--- config.mk ---
export PLATFORM = sky130hd
export DESIGN_NAME = conv_pe_acc
export DESIGN_NICKNAME = d
export VERILOG_FILES = /design/src/rtl/conv_pe_acc.sv
export SDC_FILE = /design/constraint.sdc
export NUM_CORES = 2
export LEC_CHECK = 0
export ABC_AREA = 0
export BUFFER_PORTS_ARGS = -buffer_cell sky130_fd_sc_hd__buf_2
export CAP_MARGIN = 20
export CORE_MARGIN = 1
export CORE_UTILIZATION = 49
export DETAILED_ROUTE_END_ITERATION = 6
export GPL_TIMING_DRIVEN = 0
export HOLD_SLACK_MARGIN = 0.05
export PLACE_DENSITY_LB_ADDON = 0.25
export SLEW_MARGIN = 20
export SYNTH_ARGS = -nofsm -noshare
export SYNTH_HDL_FRONTEND = slang
export SYNTH_SLANG_ARGS = --single-unit
export TNS_END_PERCENT = 100
--- constraint.sdc ---
create_clock -name clk -period 21.6 [get_ports clk]
set_input_delay 0 -clock clk [delete_from_list [all_inputs] [get_ports clk]]
set_output_delay 0 -clock clk [all_outputs]
set_load 0.1 [all_outputs]
--- src/rtl/conv_pe_acc.sv ---
// ============================================================================
// Module   : conv_pe_acc
// Purpose  : Multi-channel convolution PE. It accumulates N_CH dot-products
//            over TAPS beats, then rounds, rescales, biases and saturates the
//            sum into a one-entry valid/ready output register.
// Option   : CONV_PE_RELU_EN clamps negative results to zero.
// Revision : 1.0 - initial release
// ============================================================================
`default_nettype none

module conv_pe_acc #(
  parameter int DW    = 16,
  parameter int N_CH  = 3,
  parameter int TAPS  = 9,
  parameter int FRAC  = 10,
  parameter int ACC_W = 2*DW + $clog2(N_CH*TAPS)
) (
  input  logic                 clk,
  input  logic                 reset,
  input  logic                 flush,
  input  logic                 in_valid,
  output logic                 in_ready,
  input  logic [N_CH*DW-1:0]   in_fmap,
  input  logic [N_CH*DW-1:0]   in_weight,
  input  logic [DW-1:0]        bias,
  output logic                 out_valid,
  input  logic                 out_ready,
  output logic [DW-1:0]        out_data,
  output logic                 out_sat,
  output logic                 busy
);

  localparam int CNT_W  = (TAPS > 1) ? $clog2(TAPS) : 1;
  localparam int PROD_W = 2*DW;
  localparam int S_W    = ACC_W + 1;
  localparam int V_W    = S_W + 1;

  localparam logic [CNT_W-1:0]      c_last_tap = CNT_W'(TAPS-1);
  localparam logic signed [S_W-1:0] c_half     = S_W'(1) << (FRAC-1);
  localparam logic signed [V_W-1:0] c_max      = {{(V_W-DW+1){1'b0}}, {(DW-1){1'b1}}};
  localparam logic signed [V_W-1:0] c_min      = {{(V_W-DW+1){1'b1}}, {(DW-1){1'b0}}};

  logic [CNT_W-1:0]        tap_cnt_q, tap_cnt_d;
  logic signed [ACC_W-1:0] acc_q, acc_d;
  logic                    out_valid_q, out_valid_d;
  logic [DW-1:0]           out_data_q, out_data_d;
  logic                    out_sat_q, out_sat_d;

  logic signed [PROD_W-1:0] w_prod;
  logic signed [ACC_W-1:0]  w_beat_sum;
  logic signed [S_W-1:0]    w_win_sum;
  logic signed [S_W-1:0]    w_rounded;
  logic signed [S_W-1:0]    w_shifted;
  logic signed [V_W-1:0]    w_biased;
  logic [DW-1:0]            w_res;
  logic                     w_res_sat;
  logic                     w_last;
  logic                     w_accept;
  logic                     w_take;
  logic                     w_load;

  always_comb begin
    w_prod     = '0;
    w_beat_sum = '0;
    for (int c = 0; c < N_CH; c++) begin
      w_prod     = $signed(in_fmap[c*DW +: DW]) * $signed(in_weight[c*DW +: DW]);
      w_beat_sum = w_beat_sum + ACC_W'(w_prod);
    end
  end

  // Widened by one bit so the rounding offset can never wrap the window sum.
  always_comb begin
    w_win_sum = S_W'(acc_q) + S_W'(w_beat_sum);
    w_rounded = w_win_sum + c_half;
    w_shifted = w_rounded >>> FRAC;
    w_biased  = V_W'(w_shifted) + V_W'($signed(bias));
  end

  always_comb begin
    w_res     = w_biased[DW-1:0];
    w_res_sat = 1'b0;
    if (w_biased > c_max) begin
      w_res     = {1'b0, {(DW-1){1'b1}}};
      w_res_sat = 1'b1;
    end else if (w_biased < c_min) begin
      w_res     = {1'b1, {(DW-1){1'b0}}};
      w_res_sat = 1'b1;
    end
`ifdef CONV_PE_RELU_EN
    if (w_biased[V_W-1]) begin
      w_res = '0;
    end
`else
`endif
  end

  // Only the closing tap needs the output slot, so earlier taps keep flowing
  // while a finished result waits for downstream.
  assign w_last   = (tap_cnt_q == c_last_tap);
  assign in_ready = !w_last || !out_valid_q || out_ready;
  assign w_accept = in_valid && in_ready && !flush;
  assign w_take   = out_valid_q && out_ready;
  assign w_load   = w_accept && w_last;

  always_comb begin
    tap_cnt_d = tap_cnt_q;
    acc_d     = acc_q;
    if (flush) begin
      tap_cnt_d = '0;
      acc_d     = '0;
    end else if (w_accept) begin
      if (w_last) begin
        tap_cnt_d = '0;
        acc_d     = '0;
      end else begin
        tap_cnt_d = tap_cnt_q + 1'b1;
        acc_d     = acc_q + w_beat_sum;
      end
    end
  end

  always_comb begin
    out_valid_d = out_valid_q;
    out_data_d  = out_data_q;
    out_sat_d   = out_sat_q;
    if (w_take) begin
      out_valid_d = 1'b0;
    end
    if (w_load) begin
      out_valid_d = 1'b1;
      out_data_d  = w_res;
      out_sat_d   = w_res_sat;
    end
  end

  always_ff @(posedge clk) begin
    if (reset) begin
      tap_cnt_q   <= '0;
      acc_q       <= '0;
      out_valid_q <= 1'b0;
      out_data_q  <= '0;
      out_sat_q   <= 1'b0;
    end else begin
      tap_cnt_q   <= tap_cnt_d;
      acc_q       <= acc_d;
      out_valid_q <= out_valid_d;
      out_data_q  <= out_data_d;
      out_sat_q   <= out_sat_d;
    end
  end

  assign out_valid = out_valid_q;
  assign out_data  = out_data_q;
  assign out_sat   = out_sat_q;
  assign busy      = (tap_cnt_q != '0);

endmodule

`default_nettype wire

### Word level (Yosys, flattened, before mapping)

Cells that the tools add are included.

* register bits after elaboration: 59
* input port bits: 117
* output and inout bits: 20

* $add $sub $neg: 7
* multipliers: 3
* order comparisons: 2
* eq/ne operators: 1
* muxes and demuxes: 8
* reductions and logical operators: 12

Operators by type and width (count)
* multiplier 16 x 16 -> 32 bit: 3
* adder 37 x 34 -> 38 bit: 1
* adder 38 x 11 -> 38 bit, second input constant: 1
* adder 37 x 34 -> 37 bit: 1
* 2-to-1 mux 37 bit: 1
* adder 33 x 32 -> 34 bit: 1
* adder 32 x 32 -> 33 bit: 1
* 2-to-1 mux 16 bit: 2
* adder 28 x 16 -> 29 bit: 1
* greater-than comparator 29 x 16 -> 1 bit, second input constant: 1
* < comparator 29 x 16 -> 1 bit, second input constant: 1
* adder 4 x 1 -> 4 bit, second input constant: 1
* == test 4 bit, second input constant: 1
* logical AND 1 bit: 4
* 2-to-1 mux 1 bit: 4
* 2-to-1 mux 4 bit: 1
* nonzero test 4 bit: 1
* zero test 1 bit: 3
* logical OR 1 bit: 2
* nonzero test 2 bit: 1
* OR reduction 2 bit: 1

### Depth between registers and ports, before layout

* word-level depth: 9
* mapped depth: 53
* depth with buffers taken out: 51

### Worst setup path after synthesis

No wires, ideal clock.

* path type: input to register
* start: in in_fmap[47]
* end: reg out_data_q[10] (netlist: out_data[10])
* setup time: 0.136 ns
* arrival: 11.973 ns
* required time: 21.464 ns
* path slack: 9.491 ns
* stages: 43
* path buffers: 2
* cell sequence: clkbuf_1 > nand2_1 > inv_1 > fa_1 > fa_1 > fa_1 > inv_1 > fa_1 > inv_1 > fa_1 > fa_1 > fa_1 > fa_1 > inv_1 > fa_1 > inv_1 > ha_1 > nand4_1 > [7 not listed] > a2111oi_0 > a211oi_1 > o41ai_1 > a21oi_1 > xor2_1 > ha_1 > a2111o_1 > a31oi_1 > and4b_4 > a2111oi_4 > nand2_1 > xor2_1 > or4_1 > a2111o_1 > a2111o_1 > o22ai_4 > buf_6 > o32ai_1

* longest elaborated chain between the ends: 8

Ends and longest elaborated chain
* start: declaration: line 23 `input logic [N_CH*DW-1:0] in_fmap,`
* multiplier 16 x 16 -> 32 bit (*): line 66 `w_prod = $signed(in_fmap[c*DW +: DW]) * $signed(in_weight[c*DW +: DW]);`
* adder 33 x 32 -> 34 bit (*): line 67 `w_beat_sum = w_beat_sum + ACC_W'(w_prod);`
* adder 37 x 34 -> 38 bit (*): line 73 `w_win_sum = S_W'(acc_q) + S_W'(w_beat_sum);`
* adder 38 x 11 -> 38 bit (*): line 74 `w_rounded = w_win_sum + c_half;`
* adder 28 x 16 -> 29 bit (*): line 76 `w_biased = V_W'(w_shifted) + V_W'($signed(bias));`
* < comparator 29 x 16 -> 1 bit: line 85 `end else if (w_biased < c_min) begin`
* 2-to-1 mux 16 bit: line 85
* 2-to-1 mux 16 bit (*): line 82 `if (w_biased > c_max) begin`
* end signal: assignment: line 147 `out_data_q <= out_data_d;`
* end: declaration: line 46 `logic [DW-1:0] out_data_q, out_data_d;`

Mark *: on every way between the ends. The rest lies on a longest branch, timed or not.
A chain may end at the register's enable or synchronous reset.

### Worst setup path after layout

* start: in in_fmap[47]
* end: reg out_data_q[13] (netlist: out_data[13])

The elaborated chain is that of the path after synthesis.

==> results.md <==
* Layout cells sized above 1 at between 4 and 5%
* Post-synthesis cell area at ~38,000 um2
* Port bufs at 136
* Register area at about 1200 um2
* Finished Layout Cells at 5,268
* Kind of critical path: in -> reg
* H-tree depth at 3
* Cell count after placement at ~5,200
* DRC Markers at 0
* Ys async rst share at 0%
* Placer Congestion at between 0.9 and 1
* Status: completed
* Skew final at 8.24 ps
* Vias in the first global route at approximately 28,000
* Die width at between 200 and 300 um
* Hold Path Class: in -> reg
* Synth Flop Type: dfxtp_1
* Critical path endpoint category: register
* Unrepaired setup endpoints after global routing: no
* Setup TNS at 0 ps
* Tcrit/Tclk final at 66.8%
* Mean post-synth cell area at slightly above 9 um2
* Worst reg2reg setup slack at ~14,000 ps
* Multi-input logic area at ~32,000 um2
* Hold_sp: flush
* TritonCTS clock tree: built
* Crit path max fanout at 10
* Most used cell, CP: fa_1
* Total GRT Usage at 25.8%
* Initial DRC count at between 1,500 and 2,000
* Reg2reg end: out_data[13]
* CTS buffer count at 9
* Drt pass-1 iters at 5
* Relative slew slack at approximately 37%
* # setup viols final at 0
* Crit path max-delay cell type: o41ai_1
* Initial antenna violation count at 8
* Starting Density at about half
* HPWL Detailed at between 80 and 90 mm
* Final count of pins violating max slew at 0
* Worst-skew pair later-pin latency at between 300 and 400 ps
* Fin util at between 50% and 60%
* Clock sink count at 59
* Startpoint Class: primary input
* CP Data Required Time at 21,820 ps
* Hold-critical path endpoint: acc_q[0]
* M1 WL at ~40 mm
* Met2 routed WL at between 40 and 50 mm
* CTS Buffer Depth at 2
* Area leader, netlist: fa_1
* Sequential cell area fraction in the yosys report at 3.13%
* Via count at about 27,000
* Worst Reg-to-Reg Cells at 28
* WP data arrival at 14,650 ps
* Area grow syn2layout at 6.18%
* WHS at 82.9 ps
* Core area at roughly 76,000 um2
* Met3 Wirelength at 6.61 mm
* RR Startpoint: acc_q[6]
* Max_cap viols at 0
* Post-CTS setup buffer count at 0
* Largest net degree at the start of global routing at 15
* Global-route wire length before repair at ~150 mm
* Global route overflow at 0
* Die area at a little under 80,000 um2
* Cell Rows at slightly above 100
* Unique cell type count in the Yosys netlist at slightly below 70
* Top-Level Pins at around 140
* Post-synth top cells: 1,104 x inv_1, 967 x fa_1, 402 x and2_1
* Die height at ~280 um
* Measured slew at the worst slew-check pin at roughly 900 ps
* Synth warn at 0
* DR top layer: met4
* Max Freq at between 60 and 70 MHz
* Worst path max stage delay at between 800 and 900 ps
* Root buffer cell: clkbuf_16
* Cells after Synth at about 4,100
* Most numerous cell in the Yosys netlist: inv_1
* Nets@finish at ~5,600
* Yosys top cell area share at between 50% and 60%
* Final hold violations at 0
* Hold path cells at 4
* FF+latch count, synth at 59
* Drt wl/cell at ~18 um
* EDFF count, synth at 0
* Clock period minus worst slack at roughly 14,000 ps
* Via density at 5.12
* Fillers at 7,257
* Net Count, Synth at approximately 5,500
* Synth area leaders: fa_1 51%, inv_1 11%, ha_1 10%
* Post-Route WL at between 90 and 100 mm
* Antenna-violating nets left at 0
* Reg clk slew, reported paths at ~60 ps
-- critical path: cells and delay by family --
family | cells | cell delay [ps]
buffers and inverters | 10 | 2250
AOI/OAI and AO/OA | 12 | 3950
adders and majority gates | 13 | 5960
xor gates and xnor gates | 2 | 480
and+or+nand+nor | 8 | 1980
-- cell usage in the layout, fill, tap and decap left out, types with 4 or more instances in the layout --
cell type      instances
fa_1                 967
or4_1                  4
xnor2_1               80
and2_1               402
clkbuf_16              9
inv_1               1104
nand2b_1              27
nor3b_1                4
dlygate4sd3_1          4
o32ai_1               15
o21ai_0               55
a31oi_1               16
a2111oi_0              7
nand4_1               10
xor2_1                51
nor3_1                16
and3_1                 5
or3_1                 15
dfxtp_1               59
ha_1                 306
a21o_1                23
a21oi_1               77
clkbuf_1             114
a2111o_1               4
o31ai_1                8
buf_2                136
o21a_1                13
a22o_1                 9
nand2_1              400
nand3_1               31
or2_2                  5
nor2b_1               30
o21bai_1              21
nor2_1                97
diode_2                6
a22oi_1               24
a211oi_1              14
o211ai_1               8
-- repair_timing --
action,4_1_cts,5_1_grt
hold endpoints to repair,8,0
hold buffers,4,0
resized for setup,0,0
-- metal layers --
layer / global-route usage [%] / vias to the layer above
met3: 4.40 / 101
met5: 0 / -
li1: - / 12300
met1: 36.2 / 13800
met2: 42.1 / 736
met4: 5.21 / 0
-- stage by stage --
stage / area (um2) / setup WS (ps)
3_5_place_dp: 39700 / 6900
2_1_floorplan: 37800 / 9490
3_3_place_gp: 39700 / 6980
6_report: 40100 / 7160
4_1_cts: 40100 / 7200
5_1_grt: 40100 / 6220
-- state kept, by name (all words and copies together) (netlist names) --
signal and cells:
tap_cnt_q 4, out_data 16, out_sat 1, out_valid 1
acc_q 37
-- cell type report --
class                   count  area share, %
diodes                      6         0.0375
plain buffers             119           1.15
clock buffers               9          0.562
clock inverters             7          0.194
inverters                1105           10.3
multi-input cells        2793           79.7
flip-flops and latches     59           2.95
well taps                1030           3.21
repair buffers            140           1.80
-- worst max path at each step --
stage	start	slack, ps	endpoint
after detailed placement	in_fmap[47]	6900	out_data[10]
after CTS	in_fmap[47]	7200	out_data[13]
final	in_fmap[47]	7160	out_data[13]
after floorplan	in_fmap[47]	9490	out_data[10]
after global placement	in_fmap[47]	6980	out_data[13]
after global routing	in_fmap[47]	6220	out_data[12]
-- logic make-up after synthesis --
logic type                 count (synthesis)  synth area share, %
AOI/OAI and AO/OA                        327                 5.93
adders and majority gates               1273                 61.4
muxes                                      2               0.0563
DFF                                       59                 3.13
buffers and inverters                   1224                 12.2
and+or+nand+nor                         1060                 14.2
xor gates and xnor gates                 131                 3.04
Power is left out: the tool's default activity adds up to more than one toggle a clock period on the data nets, which glitch-free logic cannot reach.
